===== config.mk =====
export PLATFORM = sky130hd
export DESIGN_NAME = pc_seq
export DESIGN_NICKNAME = d
export VERILOG_FILES = /design/src/rtl/pc_seq_pkg.sv /design/src/rtl/pc_incr.sv /design/src/rtl/pc_seq.sv
export SDC_FILE = /design/constraint.sdc
export NUM_CORES = 1
export LEC_CHECK = 0
export CORE_ASPECT_RATIO = 0.7
export CORE_MARGIN = 2
export CORE_UTILIZATION = 49
export CTS_CLUSTER_SIZE = 25
export DETAILED_ROUTE_END_ITERATION = 12
export GPL_TIMING_DRIVEN = 0
export MAX_ROUTING_LAYER = met4
export PLACE_DENSITY = 0.81
export SETUP_SLACK_MARGIN = 0.4
export SYNTH_ARGS = -nofsm -noshare
export SYNTH_HDL_FRONTEND = slang
export SYNTH_SLANG_ARGS = --single-unit

===== constraint.sdc =====
create_clock -name clock -period 4.3 [get_ports clock]
set_input_delay 0.645 -clock clock [delete_from_list [all_inputs] [get_ports clock]]
set_output_delay 0.645 -clock clock [all_outputs]
set_load 0.02 [all_outputs]

===== src/rtl/pc_seq_pkg.sv =====
// Shared definitions for the program-counter sequencer: datapath widths,
// default reset vector and the fetch FSM state encoding.
package pc_seq_pkg;

  localparam int INSN_W = 16;
  localparam int ADDR_W = 16;

  localparam logic [ADDR_W-1:0] RESET_VEC_DEF = '0;

  typedef enum logic [1:0] {
    ST_REQ   = 2'd0,  // request outstanding
    ST_HOLD  = 2'd1,  // ir valid, waiting for decode to accept
    ST_DRAIN = 2'd2   // request outstanding, its data will be dropped
  } state_t;

endpackage


===== src/rtl/pc_incr.sv =====
// Modulo-2^W address incrementer; wraps all-ones to zero with no carry out.
module pc_incr
  import pc_seq_pkg::*;
#(
  parameter int W = ADDR_W
) (
  input  logic [W-1:0] a,
  output logic [W-1:0] y
);

  localparam logic [W-1:0] ONE = {{(W-1){1'b0}}, 1'b1};

  assign y = a + ONE;

endmodule


===== src/rtl/pc_seq.sv =====
// Program-counter sequencer: issues instruction fetches, hands fetched words
// to decode with their address, and redirects the fetch stream on branches.
// A request already issued to memory is never withdrawn; a branch that
// arrives while it is outstanding is parked until the memory acknowledges.
module pc_seq
  import pc_seq_pkg::*;
#(
  parameter logic [ADDR_W-1:0] RESET_VEC = RESET_VEC_DEF
) (
  input  logic              clock,
  input  logic              rst,
  input  logic              bre,
  input  logic [ADDR_W-1:0] br_target,
  input  logic              stall,
  output logic              imem_req,
  output logic [ADDR_W-1:0] imem_addr,
  input  logic              imem_ack,
  input  logic [INSN_W-1:0] imem_rdata,
  output logic [INSN_W-1:0] ir,
  output logic              ir_valid,
  input  logic              ir_ready,
  output logic [ADDR_W-1:0] pc
);

  state_t            state, state_n;
  logic [ADDR_W-1:0] fetch_pc, fetch_pc_n;
  logic [ADDR_W-1:0] pend_pc, pend_pc_n;
  logic [INSN_W-1:0] ir_n;
  logic [ADDR_W-1:0] pc_n;
  logic              ir_valid_n;
  // Cleared by reset; the state register sits in REQ during reset but no
  // request is live until the first clock edge after release, so any ack
  // seen before then must be ignored.
  logic              started;
  logic [ADDR_W-1:0] fetch_pc_inc;
  logic              take_br;

  pc_incr #(.W(ADDR_W)) u_incr (
    .a (fetch_pc),
    .y (fetch_pc_inc)
  );

  // Only an unambiguous 1 takes the branch; 0 or unknown leaves state alone.
  assign take_br = (bre == 1'b1);

  // Memory request is decoded straight from the state register and fetch_pc.
  assign imem_req  = started && ((state == ST_REQ) || (state == ST_DRAIN));
  assign imem_addr = fetch_pc;

  // State, fetch address, pending branch target and decode outputs.
  always_ff @(posedge clock or posedge rst) begin
    if (rst) begin
      state    <= ST_REQ;
      fetch_pc <= RESET_VEC;
      pend_pc  <= RESET_VEC;
      ir       <= '0;
      pc       <= '0;
      ir_valid <= 1'b0;
      started  <= 1'b0;
    end else begin
      state    <= state_n;
      fetch_pc <= fetch_pc_n;
      pend_pc  <= pend_pc_n;
      ir       <= ir_n;
      pc       <= pc_n;
      ir_valid <= ir_valid_n;
      started  <= 1'b1;
    end
  end

  // Next-state and next-register decode for the fetch FSM.
  always_comb begin
    state_n    = state;
    fetch_pc_n = fetch_pc;
    pend_pc_n  = pend_pc;
    ir_n       = ir;
    pc_n       = pc;
    ir_valid_n = ir_valid;

    if (!started) begin
      // First edge after reset only arms the request.
      state_n = ST_REQ;
    end else begin
      unique case (state)
        ST_REQ: begin
          if (imem_ack) begin
            if (take_br) begin
              // Returned word belongs to the wrong path: drop it, refetch.
              fetch_pc_n = br_target;
              state_n    = ST_REQ;
            end else begin
              ir_n       = imem_rdata;
              pc_n       = fetch_pc;
              fetch_pc_n = fetch_pc_inc;
              ir_valid_n = 1'b1;
              state_n    = ST_HOLD;
            end
          end else if (take_br) begin
            // Keep the live request on the bus; remember where to go next.
            pend_pc_n = br_target;
            state_n   = ST_DRAIN;
          end else begin
            state_n = ST_REQ;
          end
        end

        ST_HOLD: begin
          if (take_br) begin
            fetch_pc_n = br_target;
            ir_valid_n = 1'b0;
            state_n    = ST_REQ;
          end else if (!stall && ir_ready) begin
            ir_valid_n = 1'b0;
            state_n    = ST_REQ;
          end else begin
            state_n = ST_HOLD;
          end
        end

        ST_DRAIN: begin
          if (imem_ack) begin
            // A branch coincident with the ack is the newest one and wins.
            fetch_pc_n = take_br ? br_target : pend_pc;
            state_n    = ST_REQ;
          end else if (take_br) begin
            pend_pc_n = br_target;
            state_n   = ST_DRAIN;
          end else begin
            state_n = ST_DRAIN;
          end
        end

        default: begin
          ir_valid_n = 1'b0;
          state_n    = ST_REQ;
        end
      endcase
    end
  end

endmodule


* Yosys cells after proc, flatten, opt, wreduce, memory -nomap -nowiden
Cells that the tools add are included.
** Operators by class
- Equal/unequal tests :: 7
- Add/sub/neg operators :: 1
- Bitwise logic cells :: 3
- Reductions and logical operators :: 11
- Muxes and demuxes :: 19
** Operator list (number)
- 2-to-1 mux 16 bit :: 5
- one-hot mux 16 bit (3 select lines) :: 1
- adder 16 x 1 -> 16 bit, second input constant :: 1
- AND reduction 5 bit :: 2
- 2-to-1 mux 2 bit :: 4
- != test 2 bit, second input constant :: 4
- 2-to-1 mux 1 bit :: 7
- one-hot mux 2 bit (3 select lines) :: 1
- AND reduction 4 bit :: 1
- != test 3 bit, second input constant :: 1
- NOT 1 bit :: 3
- one-hot mux 1 bit (3 select lines) :: 1
- AND reduction 3 bit :: 1
- nonzero test 3 bit :: 1
- == test 2 x 1 -> 1 bit, second input constant :: 1
- == test 2 bit, second input constant :: 1
- logical AND 1 bit :: 2
- zero test 2 bit :: 1
- OR reduction 2 bit :: 1
- zero test 1 bit :: 1
- logical OR 1 bit :: 1
** Word-level totals
- Output and inout port bits :: 50
- Bits of input ports :: 38
- Register bits after elaboration :: 68

* Longest topological paths before layout
Gate-level depths: netlist of run 1.
- Depth after elaboration :: 6
- Mapped depth :: 9

* Modules after synthesis
From an unflattened synthesis of run 1, not the netlist that was laid out.
** Second synthesis, totals
- Cells, all modules :: 305
- Area total of the unflattened synthesis :: 3612.2 µm²
** By module, submodules not included
- pc_seq :: cells an instance 262, area an instance 3314.4 µm², times used 1, sequential area each 1701.6 µm²
- pc_incr :: cells an instance 43, area an instance 297.8 µm², times used 1, sequential area each 0.0 µm²

* Worst setup path before layout of run 1
No wires, ideal clock.
- Path type :: register to register
- From :: register state[0]
- To :: register fetch_pc[13] (netlist: imem_addr[13])
- Setup time :: 0.131 ns
- Arrival time :: 1.778 ns
- Slack :: 2.391 ns
- Cell stages (with the launch flop) :: 9
- Cell sequence :: dfrtp_1 > inv_1 > ha_1 > o21ba_2 > or3_1 > buf_6 > buf_6 > o21ai_0 > o31ai_1
** Between the ends
- Word-level cells in the longest chain between the ends :: 3
** RTL lines
- from (decl) :: RTL line pc_seq.sv:25 : state_t state, state_n;
- from (signal assigned) :: RTL line pc_seq.sv:61 : state <= state_n;
- == test 2 bit, or another cell as far along :: RTL line pc_seq.sv:84 : unique case (state)
- != test 2 bit (no line) or nonzero test 3 bit (tied branches)
- AND reduction 5 bit (no line)
- to (signal assigned) :: RTL line pc_seq.sv:62 : fetch_pc <= fetch_pc_n;
- to (decl) :: RTL line pc_seq.sv:26 : logic [ADDR_W-1:0] fetch_pc, fetch_pc_n;
Parallel ways exist; a longest one is shown, timed or not.
A chain may end at the register's enable or synchronous reset.

* Worst setup path in the final report of run 1
- From :: input bre
- To :: register fetch_pc[14] (netlist: imem_addr[14])
** Between the ends
- Word-level cells in the longest chain between the ends :: 3
** RTL lines
- from (decl) :: RTL line pc_seq.sv:12 : input logic bre,
- 2-to-1 mux 16 bit (on tied branches)
- 2-to-1 mux 16 bit (on tied branches) :: RTL line pc_seq.sv:121, pc_seq.sv:86
- one-hot mux 16 bit (3 select lines) :: RTL line pc_seq.sv:84
Parallel ways exist; a longest one is shown, timed or not. The select of a mux whose other input is x is not followed.

==> results of run 1 <==
-- flip-flops by register name (all words and copies together), names as in the netlist --
signal,cells
state,2
ir_valid,1
ir,16
pc,16
started,1
pend_pc,16
imem_addr,16
-- stage by stage --
stage,utilization,total power (µW)
finish,0.684,2390
global route,0.684,2500
CTS,0.684,2400
detailed placement,0.656,1870
global placement,0.656,1830
floorplan,-,1430
-- layout make-up --
cell class,instances,area share
sequential,68,0.365
buffer,20,0.0249
multi-input combinational,211,0.347
tap,94,0.0252
inverter,12,0.0102
clock buffer,10,0.0274
clock inverter,6,0.0137
timing repair buffer,87,0.187
-- routing by layer --
layer	GRT usage	vias up	part of all wire
met5	-	-	0
li1	-	1350	-
met1	0.365	1418	0.47
met4	0.0607	0	0.0091
met3	0.0649	11	0.082
met2	0.376	143	0.44
-- layout by cell type, fill, tap and decap left out, types with 5 or more instances in the layout --
| cell type | count |
|---|---|
| clkbuf_8 | 9 |
| a221oi_1 | 5 |
| nor2_1 | 12 |
| nand3_1 | 7 |
| o21ai_0 | 19 |
| dfrtp_1 | 68 |
| ha_1 | 6 |
| nor3_1 | 6 |
| nand2_1 | 16 |
| a21oi_1 | 23 |
| clkdlybuf4s50_1 | 87 |
| clkbuf_1 | 6 |
| buf_2 | 9 |
| mux2_2 | 51 |
| a22o_1 | 8 |
| inv_1 | 11 |
-- where the power goes --
group          internal [µW]  total, µW  switching (µW)  leakage (µW)
combinational            463        892             429       0.00102
clock                    268        521             253     0.0000927
sequential               817        973             156      0.000816
-- how the worst max path moves through the flow --
stage | start | to | slack (ps) | depth (start not counted)
after floorplan | rst | imem_addr[0] | 1940 | 1
after global placement | rst | started | 790 | 2
after detailed placement | bre | imem_addr[14] | 1630 | 8
after CTS | bre | imem_addr[14] | 1990 | 8
after global routing | state[0] | imem_addr[6] | 1780 | 7
final | bre | imem_addr[14] | 1900 | 8
-- kinds of logic (layout without fill, tap and decap cells) --
family,Yosys count,after routing,share of synthesized area
compound gates,84,84,0.163
flops,68,68,0.489
simple gates,60,60,0.0905
mux,55,55,0.176
buf+inv,32,135,0.0464
fa+ha+maj,6,6,0.0216
xor+xnor,5,5,0.0126
other cells,1,1,0.00108
-- worst max-delay path: stages --
cell and delay, ps:
clkdlybuf4s50_1 490, buf_2 230, a21o_1 170, buf_2 160, a221oi_1 510, a311oi_1 120, o21ai_0 200, o31ai_1 90
==> results.tsv, run 1 <==
stage	metric	value	unit
timing	tightest_slew	848	ps
detailed_routing	vias	2922	
global_routing	grt_pass1_wl	15.0	mm
detailed_routing	routedWlPerCell	18.2	µm
power_and_ir_drop	p_leak	0.00193	µW
timing	timing.final.ws_setup	1900	ps
place	io_buffers	87	
clock_network	clock_latency	340	ps
detailed_routing	via_per_inst	5.75	
critical_path	worstPathArrival	2620	ps
timing	tns	0	ps
critical_path	cp-start-kind	input port	
logic_synthesis	synth_edf_count	0	
layout	antenna_cells	0	
layout	drive_gt1_frac	0.213	
logic_synthesis	synth_warnings	0	
die	die_h	74.5	µm
logic_synthesis	yosysMostFrequentCell	dfrtp_1	
clock_network	cts_setup_buffers	0	
detailed_routing	routed_wirelength	9.23	mm
layout	finish.instance_area	4660	µm²
min_path	hp-start	pc[4]	
logic_synthesis	synth_area_leader_cell	dfrtp_1	
detailed_routing	drtIter0Drc	290	
timing	hold_violations	0	
timing	min_period_over_period	0.559	
layout	fin_cells	508	
timing	slew_viol_final	0	
place	place_ws	1630	ps
global_routing	antenna_found_initial	0	
layout	multi_input_area	1620	µm²
clock_network	cts-root-buf	clkbuf_8	
layout	nFillCells	552	
logic_synthesis	yosysSeqAreaShare	0.489	
critical_path	end_kind	register	
logic_synthesis	synth_area	3480	µm²
min_path	holdPathEnd	pc[4]	
logic_synthesis	synth_cell_types	48	
clock_network	cts_resized	0	
power_and_ir_drop	p_per_area	512	nW/µm²
timing	finalSetupViolCount	0	
clock_network	cts.sink_count	68	
place	dp.cells	492	
logic_synthesis	synth_top_cell_area_share	0.489	
critical_path	worst-path-max-fanout	10	
timing	skew	5.57	ps
flow_run	drv_cap	0	
die	dieArea	7810	µm²
die	core-area	6820	µm²
global_routing	grt_max_degree	69	
logic_synthesis	synthCells	311	
place	routabilityCongestion	0.867	
logic_synthesis	synth_ff_type	dfrtp_1	
clock_network	cts_htree_levels	3	
layout	areaGrowthSynthToFinish	34.0	%
power_and_ir_drop	ir_drop	0.000236	V
logic_synthesis	ys_seq_elements	68	
place	hpwl	6.86	mm
clock_network	ctsHoldBuffers	0	
global_routing	grt_pass1_vias	2854	
timing	hold_slack	480	ps
critical_path	path_class	input port to register	
global_routing	grt_overflow	0	
critical_path	worst-r2r-cell-count	7	
die	pin_count	88	
die	row_count	25	
critical_path	r2r_start	state[0]	
clock_network	cts.clk_slew.worst_paths	80	ps
detailed_routing	drc	0	
clock_network	numCtsBuffers	9	
logic_synthesis	synth.top_cells.by_count	68 x dfrtp_1, 51 x mux2_2, 23 x a21oi_1, 19 x o21ai_0, 16 x nand2_1	
timing	rsz0062_at_grt	no	
critical_path	reg2reg_to	imem_addr[6]	
place	place_area	4470	µm²
global_routing	track_usage	0.258	
critical_path	required	4520	ps
detailed_routing	dr.pass1.iters	5	
layout	fin_nets	453	
status	status	completed	
logic_synthesis	yosys-top-cells-area	dfrtp_1 49%, mux2_2 16%, a21oi_1 3.3%	
clock_network	clockBufferDepth	2	
detailed_routing	final_antenna_net_count	0	
timing	period_needed	2400	ps
clock_network	cts_tree	built	
timing	max_freq	0.416	GHz
logic_synthesis	synth_nets	355	
timing	slew_headroom	0.430	
layout	regArea	1700	µm²
logic_synthesis	async_flop_share	1.00	
die	start_util	0.511	
min_path	hold_class	register to register	
logic_synthesis	avgSynthCellArea	11.2	µm²
die	fp.dieW	105	µm
critical_path	r2r_slack	1940	ps
min_path	holdPathStages	2	
Note: power is estimated with default switching activity, not from simulation.
==> run 2: changes to the inputs <==
- clock period: 4.3 -> 2.48 ns (I/O delays scaled with it)
==> run 2 against run 1 <==
Non-clock buffer count grew 3. Core utilization rose by 2.3 points. Final area grew 3.3%. Critical path depth unchanged. Critical path type is now register to register. Largest power group unchanged.
==> results.tsv, run 2 (same netlist as run 1, synthesis figures left out) <==
stage	metric	value	unit	change
critical_path	r2r_start	state[0]		
critical_path	crit_chain	inv_1, ha_1, nor2b_1, clkbuf_2, a221oi_2, a311oi_1, o21ai_2, o31ai_2		
layout	drive_gt1_frac	0.266		+0.0536
critical_path	worstPathArrival	2310	ps	-310 ps
global_routing	busiest_layer	met1		
timing	period_needed	2080	ps	
clock_network	cts-root-buf	clkbuf_8		
clock_network	cts_htree_levels	3		unchanged
timing	tns	0	ps	unchanged
power_and_ir_drop	p_per_area	874	nW/µm²	+71%
clock_network	numCtsBuffers	9		unchanged
detailed_routing	drc	0		unchanged
critical_path	required	2710	ps	-1810 ps
clock_network	clockBufferDepth	2		unchanged
critical_path	cp-start-kind	register		
detailed_routing	routed_wirelength	9.26	mm	+0.37%
timing	hold_slack	498	ps	+18.2 ps
timing	min_period_over_period	0.839		
place	routabilityCongestion	0.858		-1.0%
layout	final_util	0.707		+0.0226
timing	slew_headroom	0.489		+0.0586
critical_path	cp_slowest_stage_delay	490	ps	-20 ps
timing	slew_viol_final	0		unchanged
power_and_ir_drop	total_power	4210	µW	+77%
global_routing	use_met2	0.351		-0.0245
place	hpwl	6.67	mm	-2.7%
layout	final_common_cell	clkdlybuf4s50_1		
detailed_routing	via_per_inst	5.79		+0.71%
min_path	hold_class	input port to asynchronous set/reset pin		
timing	finalSetupViolCount	0		unchanged
global_routing	grt_max_degree	37		-46%
clock_network	clock_latency	360	ps	+20 ps
global_routing	antenna_found_initial	0		unchanged
clock_network	cts.clk_slew.worst_paths	70	ps	about the same
power_and_ir_drop	ir_drop	0.000400	V	+69%
detailed_routing	drtIter0Drc	196		-32%
status	status	completed		
timing	rsz0062_at_grt	yes		
critical_path	worst-path-max-fanout	8		-2
flow_run	drv_cap	0		unchanged
die	core-area	6820	µm²	unchanged
timing	hold_violations	0		unchanged
critical_path	reg2reg_to	imem_addr[14]		
die	die_h	74.5	µm	unchanged
die	fp.dieW	105	µm	unchanged
critical_path	r2r_slack	400	ps	-1540 ps
critical_path	crit_slowest_cell	a221oi_2		
critical_path	end_kind	register		
clock_network	ctsHoldBuffers	0		unchanged
power_and_ir_drop	p_leak	0.00198	µW	+2.8%
global_routing	grt_overflow	0		unchanged
global_routing	gr-usage-met1	0.359		-0.00603
global_routing	grt_use_met3	0.0789		+0.0140
die	dieArea	7810	µm²	unchanged
clock_network	cts_tree	built		
timing	max_freq	0.480	GHz	
critical_path	worst-r2r-cell-count	8		+1
clock_network	cts.sink_count	68		unchanged
timing	tightest_slew	765	ps	-83.0 ps
critical_path	crit_family	compound AO/OA/AOI/OAI gates		
global_routing	track_usage	0.256		-0.00255
detailed_routing	vias	2960		+1.3%
global_routing	grt_pass1_vias	2787		-2.3%
global_routing	grt_pass1_wl	14.7	mm	-2.0%
layout	final_cell_mix	87 x clkdlybuf4s50_1, 67 x dfrtp_1, 51 x mux2_2		
detailed_routing	dr.pass1.iters	5		unchanged
critical_path	path_class	register to register		
die	pin_count	88		unchanged
layout	antenna_cells	0		unchanged
detailed_routing	routedWlPerCell	18.1	µm	-0.22%
layout	fin_nets	456		+0.66%
die	row_count	25		unchanged
timing	skew	7.56	ps	+1.99 ps
place	io_buffers	87		unchanged
critical_path	critPathBufInv	2		-1
detailed_routing	final_antenna_net_count	0		unchanged
layout	areaGrowthSynthToFinish	38.4	%	
die	start_util	0.511		unchanged
critical_path	path_depth	8		unchanged
run 2: cell types whose count changed in the layout (fill, tap and decap cells not counted), moves of 3 or more:
cell / previous run / this run
a221oi_1: 5 / 2
clkbuf_2: 0 / 3
a21oi_1: 23 / 19
o21ai_0: 19 / 15
a21oi_2: 0 / 3
run 2: how the worst max path moves through the flow:
| stage | start | endpoint | slack, ps |
|---|---|---|---|
| after global placement | bre | imem_addr[6] | 120 |
| after floorplan | state[0] | imem_addr[13] | 570 |
| after CTS | state[0] | imem_addr[7] | 400 |
| final | state[0] | imem_addr[14] | 400 |
| after detailed placement | bre | imem_addr[13] | 120 |
| after global routing | state[1] | imem_addr[14] | 330 |
run 2: metal layers:
metal | up-vias | routed length [µm]
met3 | 9 | 814
met2 | 153 | 4050
met4 | 0 | 92
met5 | - | 0
met1 | 1441 | 4310
li1 | 1357 | -
run 2: repair_timing:
item | in CTS | in global routing
endpoints found under the hold margin | 0 | 0
buffers inserted | 1 | 1
gates resized for setup | 4 | 28
endpoints found under the setup margin | 17 | 24
run 2: through the flow:
stage               cell area [µm²]  setup WS (ps)  cells
floorplan                      3490            571    311
global placement               4470            118    492
detailed placement             4490            118    493
CTS                            4720            403    510
global route                   4820            333    511
finish                         4820            398    511
run 2: report_power, final:
| group | total (µW) | switching, µW | internal, µW |
|---|---|---|---|
| Combinational | 1590 | 762 | 827 |
| Sequential | 1690 | 271 | 1420 |
| Clock | 935 | 439 | 495 |
run 2: final cells by class:
class | instances | area, µm²
fillers | 512 | 2000
plain buffers | 20 | 129
flip-flops and latches | 68 | 1700
multi-input cells | 211 | 1710
repair buffers | 90 | 906
well taps | 94 | 118
clock buffers | 11 | 141
clock inverters | 5 | 60.1
inverters | 12 | 48.8
==> patch: new RTL, config.mk and constraints of run 2 <==
The package constant `INSN_W` goes from 16 to 32.
--- a/src/rtl/pc_seq_pkg.sv
+++ b/src/rtl/pc_seq_pkg.sv
@@ -2,7 +2,7 @@
 // default reset vector and the fetch FSM state encoding.
 package pc_seq_pkg;
 
-  localparam int INSN_W = 16;
+  localparam int INSN_W = 32;
   localparam int ADDR_W = 16;
 
   localparam logic [ADDR_W-1:0] RESET_VEC_DEF = '0;
Ports: changed (resized imem_rdata and ir); port bits go from 88 to 120. No check against the original RTL was run, so the function may have changed too.
==> patch against run 2 <==
The run now ends with DRC left. Count of clock-buffer cells in the layout unchanged. Utilization rose by 1.9 points. Critical path depth decreased by 2. Sequential power up 20%. Clock skew increased by 0.00055 ns. Total power up 25%. Worst setup slack improved by 0.045 ns. Combinational power is 16% higher. Final area rose by 20%. Hold slack got worse by 0.13 ns. Sequential cell count rose by 16. Area after synthesis grew 17%. Wire length increased by 15%. Clock power up 48%.
==> patch: results (changes against run 2) <==
Run status
  • Failing checks: DRC
  • Outcome: finished, violations left (was finished clean)

GRT
  • GR Util met3: 0.07019 (was 0.07888)
  • Met1 Track Usage GR: 0.3351 (was 0.3594)
  • First-pass GRT wire length: 16680 um (was 14750 um)
  • Total global-route track usage: 0.2466 (was 0.2558)
  • Largest net degree at the start of global routing: 39 (was 37)
  • Vias in the first global route: 3318 (was 2787)

STA
  • Hold WS: 0.3639 ns (was 0.4983 ns)
  • PnR worst setup slack: 0.4434 ns (was 0.3985 ns)
  • Worst Skew: 0.008105 ns (was 0.007560 ns)

Setup path
  • Critical Path End: pend_pc[9] (was imem_addr[14])
  • Critical path arrival: 2.26 ns (was 2.31 ns)
  • Crit-path leading delay family: simple AND/OR/NAND/NOR gates (was compound AO/OA/AOI/OAI gates)
  • Crit Path Max Fanout: 5 (was 8)
  • CP max stage cell: dfrtp_2 (was a221oi_2)
  • Worst stage delay on the critical path: 0.45 ns (was 0.49 ns)
  • R2R depth: 6 (was 8)

Pwr
  • Worst vdd ir: 0.7234 mV (was 0.4005 mV)
  • P_sw: 1.712 mW (was 1.472 mW)
  • Seq pwr share: 0.386 (was 0.401)
  • Gate power share: 0.352 (was 0.377)
  • Leak pwr: 2.430 nW (was 1.981 nW)
  • P_seq: 2.03 mW (was 1.69 mW)

Cells and area
  • Core Util, Final: 0.7258 (was 0.7066)
  • Share of cells above drive strength 1: 0.2344 (was 0.2662)
  • FILL cells: 553 (was 512)

Routing
  • Drt drc: 12 (was 0)
  • Vias/cell: 5.660 (was 5.793)
  • Met1 wire length: 4873 um (was 4305 um)
  • Pre-antenna DRT Iters: 8 (was 5)
  • Drt wl/cell: 18.26 um (was 18.12 um)
  • Routed met3 length: 970 um (was 814 um)

Synthesis
  • Synth top area cells: dfrtp_1 (52%), mux2_2 (17%), o21ai_0 (3.3%), nand2_1 (2.2%), a221oi_1 (1.9%) (was dfrtp_1 (49%), mux2_2 (16%), a21oi_1 (3.3%), o21ai_0 (2.7%), ha_1 (2.2%))
  • Synth cell count leaders: dfrtp_1 (84), mux2_2 (60), o21ai_0 (27) (was dfrtp_1 (68), mux2_2 (51), a21oi_1 (23))
  • Syn nets: 404 (was 355)
  • Syn avg cell area: 11.82 um^2 (was 11.20 um^2)

Place
  • PortBufs: 118 (was 87)
  • Placed instance count: 565 (was 493)
  • Placed inst area: 0.005419 mm^2 (was 0.004494 mm^2)
  • RePlAce Congestion: 0.9080 (was 0.8581)
  • Setup WS pre-CTS: 0.2884 ns (was 0.1180 ns)

CTS
  • Resized Gates After CTS: 2 (was 4)
  • Root Driver: clkbuf_16 (was clkbuf_8)
  • Setup Fix Bufs, Post-CTS: 0 (was 1)
## patch: changes by cell type in the layout (fill, tap and decap cells not counted), moves of 8 or more
cell	change
clkdlybuf4s50_1	+31
nand2_1	+8
o21ai_0	+11
mux2_2	+9
clkbuf_8	-8
dfrtp_1	+16
clkbuf_16	+9
a21oi_1	-8
## patch: cell families (layout without fill, tap and decap cells)
logic type               count (synthesis)  after routing  share of synthesized area
AO/OA/AOI/OAI                           85             85                     0.1449
flip-flops                              84             84                     0.5168
multiplexers                            64             64                     0.1759
AND/OR/NAND/NOR                         63             63                    0.08090
buffers and inverters                   35            173                    0.04922
adder cells (fa/ha/maj)                  6              6                    0.01846
XOR/XNOR                                 6              6                    0.01292
other                                    1              1                  0.0009219
## patch: area by class of cell
class                           count  share of cell area
Sequential cell                    84              0.3635
Clock buffer                       11             0.04368
Clock inverter                      5             0.01038
Timing Repair Buffer              122              0.2132
Tap cell                          101             0.02184
Inverter                           13            0.009081
Multi-Input combinational cell    225              0.3114
Buffer                             22             0.02703
